### src/rtl/tt_mux_pkg.sv
// Shared widths, field offsets and FSM state type for the project-select mux.
package tt_mux_pkg;

    localparam int IW_W = 18;  // {uio_in, ui_in, rst_n, clk}
    localparam int OW_W = 24;  // {uio_oe, uio_out, uo_out}

    // Input word field offsets
    localparam int IW_CLK  = 0;
    localparam int IW_RSTN = 1;
    localparam int IW_UI   = 2;
    localparam int IW_UIO  = 10;

    // Output word field offsets
    localparam int OW_UO      = 0;
    localparam int OW_UIO_OUT = 8;
    localparam int OW_UIO_OE  = 16;

    typedef enum logic [1:0] {
        IDLE,
        ARMING,
        ACTIVE
    } sel_state_t;

endpackage

### src/rtl/tt_prj_sel_ctrl_if.sv
// Pad/project bus between the select controller and the wrapper array.
// slave: the controller side; master: pads + project wrappers.
interface tt_prj_sel_ctrl_if #(
    parameter int N_PROJ = 8
);
    import tt_mux_pkg::*;

    logic [IW_W-1:0]        pad_iw;
    logic [N_PROJ*OW_W-1:0] prj_ow;
    logic [IW_W-1:0]        prj_iw;
    logic [N_PROJ-1:0]      prj_ena;
    logic [OW_W-1:0]        pad_ow;

    modport slave (
        input  pad_iw,
        input  prj_ow,
        output prj_iw,
        output prj_ena,
        output pad_ow
    );

    modport master (
        output pad_iw,
        output prj_ow,
        input  prj_iw,
        input  prj_ena,
        input  pad_ow
    );

endinterface

### src/rtl/tt_ctrl_sync.sv
// 2-FF synchroniser for an asynchronous pad strobe. RISE=1 turns the
// synchronised level into a one-clk pulse on its rising edge.
module tt_ctrl_sync #(
    parameter bit RISE = 1'b0
) (
    input  logic clk,
    input  logic rst,
    input  logic async_i,
    output logic sync_o
);

    logic [1:0] sync_q;

    // Two-stage metastability filter
    always_ff @(posedge clk) begin
        if (rst) sync_q <= '0;
        else     sync_q <= {sync_q[0], async_i};
    end

    if (RISE) begin : g_rise
        logic dly_q;

        // Delayed copy of the synchronised level for edge detection
        always_ff @(posedge clk) begin
            if (rst) dly_q <= 1'b0;
            else     dly_q <= sync_q[1];
        end

        assign sync_o = sync_q[1] & ~dly_q;
    end else begin : g_lvl
        assign sync_o = sync_q[1];
    end

endmodule

### src/rtl/tt_prj_sel_ctrl.sv
// Project-select controller: decodes pad strobes into a select counter and a
// one-hot wrapper enable, broadcasts the pad input word, muxes the selected
// project's output word back to the pads.
// Build option: TT_OW_REG_EN registers pad_ow (one clk latency).
module tt_prj_sel_ctrl
    import tt_mux_pkg::*;
#(
    parameter int N_PROJ     = 8,
    parameter int ADDR_W     = 4,
    parameter int SETTLE_CYC = 4
) (
    input  logic              clk,
    input  logic              rst,
    input  logic              ctrl_sel_rst,
    input  logic              ctrl_sel_inc,
    input  logic              ctrl_ena,
    tt_prj_sel_ctrl_if.slave  bus,
    output logic [ADDR_W-1:0] cur_sel,
    output logic              active
);

    localparam int CNT_W = (SETTLE_CYC > 1) ? $clog2(SETTLE_CYC) : 1;

    logic sel_rst_s, inc_s, ena_s;

    tt_ctrl_sync #(.RISE(1'b0)) u_sync_rst (
        .clk(clk), .rst(rst), .async_i(ctrl_sel_rst), .sync_o(sel_rst_s)
    );
    tt_ctrl_sync #(.RISE(1'b1)) u_sync_inc (
        .clk(clk), .rst(rst), .async_i(ctrl_sel_inc), .sync_o(inc_s)
    );
    tt_ctrl_sync #(.RISE(1'b0)) u_sync_ena (
        .clk(clk), .rst(rst), .async_i(ctrl_ena), .sync_o(ena_s)
    );

    sel_state_t        state_q;
    logic [ADDR_W-1:0] cur_sel_q;
    logic [CNT_W-1:0]  cnt_q;
    logic              block_q;   // set on any select change; cleared once ena drops
    logic [N_PROJ-1:0] prj_ena_q;
    logic              active_q;

    logic [N_PROJ-1:0] onehot;
    logic [OW_W-1:0]   sel_ow;
    logic              sel_valid;

    // Extra top bit keeps the compare correct when N_PROJ == 2^ADDR_W
    assign sel_valid = {1'b0, cur_sel_q} < (ADDR_W+1)'(N_PROJ);

    // Decode the select counter into a slot mask and pick that slot's output word
    always_comb begin
        onehot = '0;
        sel_ow = '0;
        for (int k = 0; k < N_PROJ; k++) begin
            if (cur_sel_q == ADDR_W'(k)) begin
                onehot[k] = 1'b1;
                sel_ow    = bus.prj_ow[k*OW_W +: OW_W];
            end
        end
    end

    // Select counter and IDLE/ARMING/ACTIVE sequencing; priority sel_rst > inc > ena
    always_ff @(posedge clk) begin
        if (rst) begin
            state_q   <= IDLE;
            cur_sel_q <= '0;
            cnt_q     <= '0;
            block_q   <= 1'b0;
            prj_ena_q <= '0;
            active_q  <= 1'b0;
        end else if (sel_rst_s) begin
            state_q   <= IDLE;
            cur_sel_q <= '0;
            cnt_q     <= '0;
            block_q   <= 1'b1;
            prj_ena_q <= '0;
            active_q  <= 1'b0;
        end else if (inc_s) begin
            if (cur_sel_q != '1) cur_sel_q <= cur_sel_q + ADDR_W'(1);
            state_q   <= IDLE;
            cnt_q     <= '0;
            block_q   <= 1'b1;
            prj_ena_q <= '0;
            active_q  <= 1'b0;
        end else begin
            case (state_q)
                IDLE: begin
                    if (!ena_s) begin
                        block_q <= 1'b0;
                    end else if (!block_q && sel_valid) begin
                        if (SETTLE_CYC == 1) begin
                            state_q   <= ACTIVE;
                            prj_ena_q <= onehot;
                            active_q  <= 1'b1;
                        end else begin
                            state_q <= ARMING;
                            cnt_q   <= CNT_W'(1);
                        end
                    end
                end
                ARMING: begin
                    if (!ena_s) begin
                        state_q <= IDLE;
                        cnt_q   <= '0;
                    end else if (cnt_q == CNT_W'(SETTLE_CYC - 1)) begin
                        state_q   <= ACTIVE;
                        cnt_q     <= '0;
                        prj_ena_q <= onehot;
                        active_q  <= 1'b1;
                    end else begin
                        cnt_q <= cnt_q + CNT_W'(1);
                    end
                end
                ACTIVE: begin
                    if (!ena_s) begin
                        state_q   <= IDLE;
                        prj_ena_q <= '0;
                        active_q  <= 1'b0;
                    end
                end
                default: state_q <= IDLE;
            endcase
        end
    end

    assign bus.prj_ena = prj_ena_q;
    assign cur_sel     = cur_sel_q;
    assign active      = active_q;

    // Unselected projects see clk=0 and rst_n=0
    assign bus.prj_iw = active_q ? bus.pad_iw : '0;

`ifdef TT_OW_REG_EN
    logic [OW_W-1:0] pad_ow_q;
    logic [OW_W-1:0] pad_ow_d;

    assign pad_ow_d = active_q ? sel_ow : '0;

    // Retime the pad output word; clears one clk after active falls
    always_ff @(posedge clk) begin
        if (rst) pad_ow_q <= '0;
        else     pad_ow_q <= pad_ow_d;
    end

    assign bus.pad_ow = pad_ow_q;
`else
    assign bus.pad_ow = active_q ? sel_ow : '0;
`endif

endmodule

### src/flat_wrapper.sv
// flat-port wrapper written by rule: the top's interface ports become plain ports
module tt_prj_sel_ctrl_flat import tt_mux_pkg::*;
#(
    parameter int N_PROJ     = 8,
    parameter int ADDR_W     = 4,
    parameter int SETTLE_CYC = 4
)
  (clk, rst, ctrl_sel_rst, ctrl_sel_inc, ctrl_ena, cur_sel, active, bus_pad_iw, bus_prj_ow, bus_prj_iw, bus_prj_ena, bus_pad_ow);
  tt_prj_sel_ctrl_if #(.N_PROJ(N_PROJ)) bus_i ();
  input  logic clk;
  input  logic rst;
  input  logic ctrl_sel_rst;
  input  logic ctrl_sel_inc;
  input  logic ctrl_ena;
  output logic [ADDR_W-1:0] cur_sel;
  output logic active;
  input wire logic [$bits(bus_i.pad_iw)-1:0] bus_pad_iw;
  input wire logic [$bits(bus_i.prj_ow)-1:0] bus_prj_ow;
  output wire logic [$bits(bus_i.prj_iw)-1:0] bus_prj_iw;
  output wire logic [$bits(bus_i.prj_ena)-1:0] bus_prj_ena;
  output wire logic [$bits(bus_i.pad_ow)-1:0] bus_pad_ow;
  assign bus_i.pad_iw = bus_pad_iw;
  assign bus_i.prj_ow = bus_prj_ow;
  assign bus_prj_iw = bus_i.prj_iw;
  assign bus_prj_ena = bus_i.prj_ena;
  assign bus_pad_ow = bus_i.pad_ow;
  tt_prj_sel_ctrl #(.N_PROJ(N_PROJ), .ADDR_W(ADDR_W), .SETTLE_CYC(SETTLE_CYC)) u_core (.clk(clk), .rst(rst), .ctrl_sel_rst(ctrl_sel_rst), .ctrl_sel_inc(ctrl_sel_inc), .ctrl_ena(ctrl_ena), .bus(bus_i), .cur_sel(cur_sel), .active(active));
endmodule
### config.mk
export PLATFORM = sky130hd
export DESIGN_NAME = tt_prj_sel_ctrl_flat
export DESIGN_NICKNAME = d
export VERILOG_FILES = /design/src/rtl/tt_mux_pkg.sv /design/src/rtl/tt_prj_sel_ctrl_if.sv /design/src/rtl/tt_ctrl_sync.sv /design/src/rtl/tt_prj_sel_ctrl.sv /design/src/flat_wrapper.sv
export SDC_FILE = /design/constraint.sdc
export NUM_CORES = 1
export LEC_CHECK = 0
export BUFFER_PORTS_ARGS = -buffer_cell sky130_fd_sc_hd__buf_2
export CAP_MARGIN = 5
export CORE_AREA = 2 2 104 106
export DETAILED_ROUTE_END_ITERATION = 6
export DIE_AREA = 0 0 106 108
export HOLD_SLACK_MARGIN = 0.05
export PLACE_DENSITY_LB_ADDON = 0.08
export SYNTH_ARGS = -nofsm -noshare
export SYNTH_HDL_FRONTEND = slang
export SYNTH_SLANG_ARGS = --single-unit
### constraint.sdc
create_clock -name clk -period 2.25 [get_ports clk]
set_input_delay 0.45 -clock clk [delete_from_list [all_inputs] [get_ports clk]]
set_output_delay 0.45 -clock clk [all_outputs]
set_load 0.02 [all_outputs]
==> qor.csv <==
metric,value,unit
place.gp.congestion,0.864,
p_total,1350,uW
max_slew_margin,0.643,
antenna_found_initial,1,
cp_slowest_cell,dfxtp_4,
vias_per_cell,5.45,
die_x,106,um
n_antenna_cell,0,
ys.warnings.count,0,
finalNonFillerCells,842,
grt_first_pass_wirelength,22.7,mm
seq_area_frac_synth,0.157,
drv_cap,0,
worstPathMaxFanout,9,
seqCellArea,508,um^2
synth-compound-area-share,0.470,
slew_viol_final,0,
path_delay_family,buffers and inverters,
crit_type,flop to output pin,
crit_buf_inv,4,
numPlacedInstances,814,
finalSetupViolCount,24,
p_leak,0.00266,uW
cp.depth,9,
synthArstFlopShare,0,
fin_crit_sh,1.11,
hpwlAfterDp,11.0,mm
r2r-start,u_core.cur_sel[3]$_SDFFE_PP0P_,
synthMuxAreaShare,0.00313,
drive_above_1_share,0.606,
rows,37,
cts.clk_slew.worst_paths,0.09,ns
finalHoldViolCount,0,
wl_per_cell,18.5,um
clk_latency,0.27,ns
cp-start-kind,flop,
synth_edf_count,0,
synth-seq-cells,25,
synth_fa_ha_area_frac,0.0196,
fin_ws,-0.246,ns
synthToLayoutAreaGrowth,86.2,%
cpPeakStageDelay,0.37,ns
grt_max_degree,32,
wl,15.5,mm
synth_ff_type,dfxtp_1,
fmax,0.401,GHz
syn-instance-count,431,
io_buffers,269,
syn_area_per_cell,7.41,um^2
synthDistinctLibCells,41,
path_cells,inv_2 -> ha_4 -> buf_12 -> nand2b_4 -> clkbuf_16 -> o22ai_1 -> o21a_1 -> nor3_4 -> buf_6,
syn_area,3190,um^2
hp-class,input port to flop,
fin_nets,927,
synth_top_family_by_area,compound AO/OA/AOI/OAI gates,
vdd_drop_max,254,uV
crit_path_end,bus_pad_ow[19],
cts_tree,yes,
cts_buffer_depth,2,
fin_crit,2.50,ns
yosys.area_share.simple,0.234,
synthTopCellsByArea,"dfxtp_1 16%, a21oi_1 11%, a221oi_2 9.4%",
required,1.80,ns
synth.largest_area_cell,dfxtp_1,
finalClockSkew,0.00227,ns
rr_worst_depth,5,
core_area,10200,um^2
ant_nets,0,
io_pins,270,
worst_pin_slew,0.536,ns
synth_top_area_frac,0.157,
num_vias,4588,
dr_wl_met3,975,um
drc,0,
violations,setup timing,
wl_met2,7.86,mm
rr_endpoint,u_core.state_q[0]$_SDFFE_PP0P_,
rrSetupSlack,0.64,ns
syn_nets,651,
cts_hold_buf,0,
grt_use_total,0.243,
endpoint_kind,output pin,
startpoint,u_core.cur_sel[0]$_SDFFE_PP0P_,
grt_overflow,0,
grt_pass1_vias,4500,
cts_buffers,3,
htreeDepth,1,
clock_sinks,25,
top_layer_used,met5,
start_util,0.312,
p_per_area,227,nW/um^2
ctsRootBufferMaster,clkbuf_8,
rsz0062_at_grt,true,
drt-met1-wl,6.35,mm
dieHeight,108,um
utilization,0.581,
multi_input_area,2870,um^2
whs_path_depth,2,
drtIter0Drc,214,
crit_arrival,2.05,ns
fillers,975,
status,"complete, but fails checks",
dieArea,11400,um^2
first_pass_iters,5,
yosys.area_share.xor_xnor,0.00548,
==> metrics by stage <==
step	setup slack, ns	hold slack [ns]	area [um^2]	setup TNS (ns)
after CTS	-0.220	0.376	5680	-4.55
after global placement	-0.0578	0.418	5020	-0.222
after detailed placement	-0.0567	0.431	5020	-0.228
after global routing	-0.325	0.398	5950	-7.16
final	-0.246	0.385	5950	-4.99
after floorplan	-0.00131	0.414	3350	-0.00131
==> where the power goes <==
| group | switching [uW] | internal, uW | total, uW |
|---|---|---|---|
| clock | 148 | 125 | 273 |
| combinational | 284 | 333 | 617 |
| sequential | 8.16 | 450 | 458 |
==> timing repair <==
item	CTS	global route
setup endpoints to repair	24	24
cloned	3	5
gates resized for setup	105	18
pin swaps	16	10
buffers inserted	13	3
==> sequential cells by signal, indices dropped and copies added, names as in the netlist <==
register and flops:
u_core.u_sync_inc.g_rise.dly_q 1, u_core.state_q 2, u_core.cur_sel 4, u_core.block_q 1, u_core.u_sync_rst.sync_q 2, u_core.u_sync_inc.sync_q 2, u_core.cnt_q 2, u_core.u_sync_ena.sync_q 2
u_core.bus.prj_ena 8, u_core.active 1
==> logic make-up after synthesis <==
group / Yosys count
adders and majority gates: 5
DFF: 25
AOI/OAI and AO/OA: 206
muxes: 1
and+or+nand+nor: 111
buffers and inverters: 81
xor gates and xnor gates: 2
==> how the worst min path moves through the flow <==
stage,start,to,slack (ns)
after global placement,u_core.u_sync_ena.sync_q[0]$_SDFF_PP0_,u_core.u_sync_ena.sync_q[1]$_SDFF_PP0_,0.42
after global routing,ctrl_sel_inc,u_core.u_sync_inc.sync_q[0]$_SDFF_PP0_,0.40
after floorplan,u_core.u_sync_ena.sync_q[0]$_SDFF_PP0_,u_core.u_sync_ena.sync_q[1]$_SDFF_PP0_,0.41
after detailed placement,u_core.u_sync_inc.sync_q[0]$_SDFF_PP0_,u_core.u_sync_inc.sync_q[1]$_SDFF_PP0_,0.43
final,ctrl_sel_rst,u_core.u_sync_rst.sync_q[0]$_SDFF_PP0_,0.39
after CTS,ctrl_sel_rst,u_core.u_sync_rst.sync_q[0]$_SDFF_PP0_,0.38
==> cells in the final DEF, fill, tap and decap left out, drive strengths merged, types with 4 or more instances in the layout <==
cell	synthesis	layout
a211oi	23	23
nor2b	10	10
nor2	16	16
and2	18	18
a21oi	71	71
inv	31	30
dfxtp	25	25
nand3b	26	26
clkbuf	31	8
a22oi	32	32
ha	5	5
a221oi	25	25
buf	19	316
nand2b	4	4
o21a	20	20
o22ai	23	23
a32o	4	4
nor3	24	24
==> layer usage <==
layer / GRT usage / up-vias
met1: 0.296 / 2155
met3: 0.0410 / 27
met2: 0.446 / 203
met5: 0 / -
met4: 0.0564 / 2
li1: - / 2201
==> synth_stat cells (2+ instances only) <==
cell type	count
ha_1	5
nand2_1	3
nand3_1	2
a32o_1	4
buf_6	3
xnor2_1	2
and2_1	18
a31oi_1	2
a211oi_1	23
clkbuf_1	31
buf_2	11
a21oi_1	71
buf_1	3
o22ai_1	23
nor3_2	16
a221oi_1	5
a221oi_2	20
nand2b_1	4
nor3_1	8
o21ai_0	3
nor2b_1	10
dfxtp_1	25
nor2_1	16
nand3b_1	26
inv_1	31
a22oi_1	32
o21a_1	20
==> cell type report <==
type,instances,area share
Timing Repair Buffer,321,0.375
Multi-Input combinational cell,325,0.482
Tap cell,136,0.0286
Clock buffer,3,0.00694
Sequential cell,25,0.0854
Clock inverter,1,0.00126
Inverter,31,0.0200
No activity file was read; power rests on OpenSTA's default activity.
